===== src/rtl/seq_mult_taint.sv =====
// seq_mult_taint: shift-add sequential multiplier with start/busy/done handshake
// and 1-bit taint tracking on the operands, the start request and the product.
//
// Ports:
//   clk, rst                 clock, synchronous active-high reset
//   start, start_t           request (taken in IDLE or DONE) and its taint
//   multiplier, multiplier_t unsigned operand A and its taint
//   multiplicand, multiplicand_t unsigned operand B and its taint
//   busy                     high while the multiply iterates
//   done                     one-cycle pulse when product is valid
//   done_t                   taint of completion timing (start taint only)
//   product, product_t       A*B and its taint, held until the next completion
module seq_mult_taint #(
    parameter int unsigned WIDTH = 4
) (
    input  logic                 clk,
    input  logic                 rst,
    input  logic                 start,
    input  logic                 start_t,
    input  logic [WIDTH-1:0]     multiplier,
    input  logic                 multiplier_t,
    input  logic [WIDTH-1:0]     multiplicand,
    input  logic                 multiplicand_t,
    output logic                 busy,
    output logic                 done,
    output logic                 done_t,
    output logic [2*WIDTH-1:0]   product,
    output logic                 product_t
);

    localparam int unsigned ACC_W  = 2 * WIDTH + 1;
    localparam int unsigned PROD_W = 2 * WIDTH;
    localparam int unsigned CNT_W  = $clog2(WIDTH);

    typedef enum logic [1:0] {
        S_IDLE = 2'd0,
        S_RUN  = 2'd1,
        S_DONE = 2'd2
    } state_e;

    state_e              state_q, state_d;
    logic [ACC_W-1:0]    acc_q, acc_d;
    logic [WIDTH-1:0]    mr_q, mr_d;
    logic [WIDTH-1:0]    md_q, md_d;
    logic [CNT_W-1:0]    count_q, count_d;
    logic                op_t_q, op_t_d;
    logic                ctl_t_q, ctl_t_d;
    logic                busy_q, busy_d;
    logic                done_q, done_d;
    logic                done_t_q, done_t_d;
    logic [PROD_W-1:0]   product_q, product_d;
    logic                product_t_q, product_t_d;

    logic [WIDTH:0]      sum_c;
    logic [ACC_W-1:0]    acc_sum_c;
    logic [ACC_W-1:0]    acc_step_c;
    logic                accept_c;
    logic                last_c;

    // One shift-add iteration: add md into the upper half, then shift right.
    always_comb begin
        sum_c      = acc_q[ACC_W-1:WIDTH] + (mr_q[0] ? {1'b0, md_q} : '0);
        acc_sum_c  = {sum_c, acc_q[WIDTH-1:0]};
        acc_step_c = acc_sum_c >> 1;
    end

    // Next-state and datapath control.
    always_comb begin
        state_d     = state_q;
        acc_d       = acc_q;
        mr_d        = mr_q;
        md_d        = md_q;
        count_d     = count_q;
        op_t_d      = op_t_q;
        ctl_t_d     = ctl_t_q;
        busy_d      = 1'b0;
        done_d      = 1'b0;
        done_t_d    = done_t_q;
        product_d   = product_q;
        product_t_d = product_t_q;

        accept_c = start && ((state_q == S_IDLE) || (state_q == S_DONE));
        last_c   = (count_q == CNT_W'(WIDTH - 1));

        unique case (state_q)
            S_IDLE: begin
                state_d = S_IDLE;
            end
            S_RUN: begin
                acc_d   = acc_step_c;
                mr_d    = mr_q >> 1;
                count_d = count_q + CNT_W'(1);
                busy_d  = 1'b1;
                if (last_c) begin
                    state_d     = S_DONE;
                    busy_d      = 1'b0;
                    done_d      = 1'b1;
                    product_d   = acc_step_c[PROD_W-1:0];
                    product_t_d = op_t_q;
                    // Latency is data-independent, so only the start taint
                    // can influence when done fires.
                    done_t_d    = ctl_t_q;
                end
            end
            S_DONE: begin
                state_d = S_IDLE;
            end
            default: begin
                state_d = S_IDLE;
            end
        endcase

        // Accepting a request overrides the IDLE/DONE fall-through above.
        if (accept_c) begin
            state_d = S_RUN;
            mr_d    = multiplier;
            md_d    = multiplicand;
            acc_d   = '0;
            count_d = '0;
            op_t_d  = multiplier_t | multiplicand_t | start_t;
            ctl_t_d = start_t;
            busy_d  = 1'b1;
        end
    end

    // State and output registers.
    always_ff @(posedge clk) begin
        if (rst) begin
            state_q     <= S_IDLE;
            acc_q       <= '0;
            mr_q        <= '0;
            md_q        <= '0;
            count_q     <= '0;
            op_t_q      <= 1'b0;
            ctl_t_q     <= 1'b0;
            busy_q      <= 1'b0;
            done_q      <= 1'b0;
            done_t_q    <= 1'b0;
            product_q   <= '0;
            product_t_q <= 1'b0;
        end else begin
            state_q     <= state_d;
            acc_q       <= acc_d;
            mr_q        <= mr_d;
            md_q        <= md_d;
            count_q     <= count_d;
            op_t_q      <= op_t_d;
            ctl_t_q     <= ctl_t_d;
            busy_q      <= busy_d;
            done_q      <= done_d;
            done_t_q    <= done_t_d;
            product_q   <= product_d;
            product_t_q <= product_t_d;
        end
    end

    assign busy      = busy_q;
    assign done      = done_q;
    assign done_t    = done_t_q;
    assign product   = product_q;
    assign product_t = product_t_q;

endmodule


===== config.mk =====
export PLATFORM = sky130hd
export DESIGN_NAME = seq_mult_taint
export DESIGN_NICKNAME = d
export VERILOG_FILES = /design/src/rtl/seq_mult_taint.sv
export SDC_FILE = /design/constraint.sdc
export NUM_CORES = 1
export LEC_CHECK = 0
export ABC_AREA = 1
export BUFFER_PORTS_ARGS = -buffer_cell sky130_fd_sc_hd__buf_4
export CAP_MARGIN = 20
export CORE_ASPECT_RATIO = 1.4
export CORE_MARGIN = 4
export CORE_UTILIZATION = 58
export DETAILED_ROUTE_END_ITERATION = 8
export PLACE_DENSITY = 0.83
export SETUP_SLACK_MARGIN = 0.4
export SLEW_MARGIN = 40
export SYNTH_ARGS = -nofsm -noshare
export SYNTH_HDL_FRONTEND = slang
export SYNTH_SLANG_ARGS = --single-unit

===== constraint.sdc =====
create_clock -name clk -period 4.2 [get_ports clk]
set_clock_uncertainty 0.2 [all_clocks]
set_input_delay 0.84 -clock clk [delete_from_list [all_inputs] [get_ports clk]]
set_output_delay 0.84 -clock clk [all_outputs]
set_load 0.005 [all_outputs]

==> results.txt <==
The run finished with clean final reports. The routed design has 2850 um of wire. Post-CTS repair changed the size of 0 cells.

0 antenna diodes ended up in the layout. Across the run, the number of max-cap violations was 0. Entering global routing, the biggest net connects 21 pins. The CTS buffer count is 5, and the number of endpoints with negative hold slack in the final report is 0.

The number of routed nets with antenna violations is 0, and the initial cell density of the core is 62.8%. The count of input and output buffers works out to 25. Counting instances, the worst hold path has a depth of 2.

Highest net fanout along the worst path: 5. Worst min-delay path class: reg -> reg. The power density normalized to cell area was 392 nW/um^2. Summed over all failing endpoints, the final setup total negative slack is 0 ns.

The fraction of post-synthesis cell area in the top cell type by area came out at 46.7%. For the worst supply voltage drop on vdd, the log shows 0.277 mV. Once placement finished, the instance area stood at 1580 um^2.

Largest area contributor in the synthesized netlist: sky130_fd_sc_hd__dfxtp_1. The number of global-route vias before repair is 1181. The clock sink total came out at 33. The overall die height was 66.4 um; the net total in the final layout was 227. Before antenna repair, the detailed router went through 4 iterations. STA puts the critical path data required time at 4.22 ns.

The number of standard-cell rows in the floorplan came out at 20. The run gives 20.5% as the overall global routing resource usage. Yosys printed 0 warnings. At the pin with the least slew margin, the transition time is 0.543 ns. After clock tree synthesis, the setup repair step added 0 buffers. Dividing the final minimum period by the clock period gives 45.5%. The worst setup path is launched from a flip-flop.

The I/O pin total came out at 26. The count of placed standard cells in the final layout, fillers left out is 230. Power comes to 0.655 mW.

Destination of the worst register-to-register timing path: product[5]. The worst hold path begins at ctl_t_q. Summing the sequential cell areas from Yosys gives 46.7% of the chip area. Setup repair after global routing left no endpoint under its margin. The first global-routing pass estimated 5030 um of wire. Clock latency on the worst-skew pair, taken at its later pin, is 0.34 ns. Hold timing on the final database bottoms out at a slack of 0.256 ns. The clock passes through at most 2 buffers. The cell count after synthesis came out at 181.

The final count of pins violating max slew is 0. In this run, synthesis produced a sequential element count of 33. The tools report the initial antenna violation count as 0.

The violation count after the first detailed-route iteration was 33; the static leakage power was 0.851 nW. Together, buffers and inverters on the worst path number 3. The relative max-transition margin is 63.8%. The die covers 3300 um^2. The logs give 0 for the total overflow reported by the global router and 222 for the number of placed cells counting well taps. Clock-pin slew was measured on the worst setup and hold paths at 0.10 ns. The cell occurring most often along the worst timing path was sky130_fd_sc_hd__inv_1.

Data on the critical path arrives at its endpoint at 1.93 ns. For this block, the via count after detailed routing is 1203. The placer's final routability congestion estimate was 0.872. The number of DRC violations after detailed routing is 0, and the synthesized net count is 201. The wire length per cell was 12.4 um. The die is 49.7 um wide. Timing would allow up to 524 MHz. The worst register-to-register path begins at mr_q[0]. The average cell area after synthesis is 7.81 um^2. Ratio of cells with drive above 1 in the final layout: 19.7%. The finished cells cover 1670 um^2. Ranked by total cell area, the synthesized netlist is headed by sky130_fd_sc_hd__dfxtp_1 47%, sky130_fd_sc_hd__nor2_1 7.2%, sky130_fd_sc_hd__inv_1 6.9%. TritonCTS built the clock tree.

The standard cell core area is 2250 um^2, and the detail-routed via count per cell is 5.23. The cell area after synthesis came out at 1410 um^2. Post-synthesis cell type count: 23. The final count of negative-setup-slack endpoints came out at 0.

Summing all multi-input logic gate instances after layout gives 594 um^2. For hold timing, the worst endpoint is ctl_t_q. In this run, post-CTS hold repair placed 0 buffers.

Kind of critical path: reg -> reg. STA classifies the critical path endpoint as a flip-flop. The tree is rooted in a sky130_fd_sc_hd__clkbuf_4. Post-route minimum period: 1.91 ns. Across all register-to-register paths, the minimum setup slack is 2.29 ns. The largest individual stage delay along the critical path comes from the cell sky130_fd_sc_hd__dfxtp_1.

In the final layout, flip-flops and latches occupy 661 um^2. The cell type group with the largest total delay on the critical path was adder cells. The final HPWL from detailed placement came out at 2100 um. The H-tree depth is 2, and the worst reg-to-reg path cell count is 9.

The signal on the critical path passes through nand2_1 > inv_1 > ha_1 > inv_1 > fa_1 > inv_1 > nand2_1 > a21oi_1 > a21oi_1. The post-synthesis to final-layout area growth was 18.1%. In this design, the stage delay of the slowest critical-path cell is 0.42 ns. The filler cell count in the final layout is 190.
state kept, by name (all words and copies together) (netlist names):
register,cells
mr_q,4
done_t,1
count_q,2
product_t,1
busy,1
acc_q,7
product,8
done,1
md_q,4
state_q,2
op_t_q,1
ctl_t_q,1
report_power, final:
part | switching, mW | internal, mW | leakage (nW)
Combinational | 0.0409 | 0.0268 | 0.536
Sequential | 0.00853 | 0.328 | 0.269
Clock | 0.109 | 0.142 | 0.0455
final cells by class:
| class | count | area share [%] |
|---|---|---|
| Sequential cell | 33 | 39.6 |
| Multi-Input combinational cell | 113 | 35.6 |
| Timing Repair Buffer | 25 | 11.2 |
| Inverter | 29 | 6.82 |
| Clock buffer | 7 | 3.30 |
| Clock inverter | 1 | 1.80 |
| Tap cell | 22 | 1.65 |
worst max-delay path by stage:
stage                       start          to  slack (ns)  cells past startpoint
after CTS                 mr_q[0]  product[5]        2.29                      9
final                     mr_q[0]  product[5]        2.29                      9
after floorplan           mr_q[0]  product[5]        2.51                      9
after global routing      mr_q[0]  product[5]        2.18                      9
after detailed placement      rst  product[3]        2.20                      4
after global placement        rst     mr_q[0]        2.28                      4
synthesized netlist by cell type:
cell type / n
sky130_fd_sc_hd__ha_1: 5
sky130_fd_sc_hd__nor2_4: 2
sky130_fd_sc_hd__o21ai_1: 2
sky130_fd_sc_hd__nand2_4: 1
sky130_fd_sc_hd__fa_1: 1
sky130_fd_sc_hd__a21oi_1: 12
sky130_fd_sc_hd__xor2_1: 1
sky130_fd_sc_hd__buf_4: 1
sky130_fd_sc_hd__o21a_1: 1
sky130_fd_sc_hd__o211ai_1: 1
sky130_fd_sc_hd__inv_2: 1
sky130_fd_sc_hd__o21ai_0: 18
sky130_fd_sc_hd__nor2_1: 27
sky130_fd_sc_hd__nand2_1: 21
sky130_fd_sc_hd__dfxtp_1: 33
sky130_fd_sc_hd__buf_2: 3
sky130_fd_sc_hd__nor3_1: 3
sky130_fd_sc_hd__inv_4: 2
sky130_fd_sc_hd__inv_1: 26
sky130_fd_sc_hd__nand3_1: 13
sky130_fd_sc_hd__buf_6: 2
sky130_fd_sc_hd__nand2_2: 3
sky130_fd_sc_hd__a211oi_1: 2
cells by family (layout without fill, tap and decap cells):
group,Yosys count,in the layout,synth area share [%]
flops,33,33,46.7
compound gates,36,36,13.5
buf+inv,35,62,11.2
simple gates,70,70,22.1
xor+xnor,1,1,0.620
fa+ha+maj,6,6,5.84
through the flow:
stage	setup slack [ns]	utilization [%]
5_1_grt	2.18	74.1
3_5_place_dp	2.20	70.3
3_3_place_gp	2.28	70.3
6_report	2.29	74.1
4_1_cts	2.29	74.1
2_1_floorplan	2.51	-
tightest hold or removal path, delay by kind of cell (launching register included):
kind	cells	cell delay, ns
AND/OR/NAND/NOR	2	0.10
flip-flops	1	0.33
layer usage:
metal  GRT usage [%]  routed length [um]  share of wire (%)  up-vias
met5               0                   0                  0        -
li1                -                   -                  -      627
met3            5.64                 155                5.4        6
met2            37.6                1470                 52       38
met1            20.5                1170                 41      532
met4            11.4                  52                1.8        0
cells in the final DEF, fill, tap and decap left out, drive strengths merged, types with 5 or more instances in the layout:
cell    synthesis  layout
ha              5       5
clkbuf          0       7
nor2           29      29
inv            29      29
dfxtp          33      33
buf             6      25
o21ai          20      20
nand3          13      13
a21oi          12      12
nand2          25      25
Note: power is estimated with default switching activity, not from simulation.
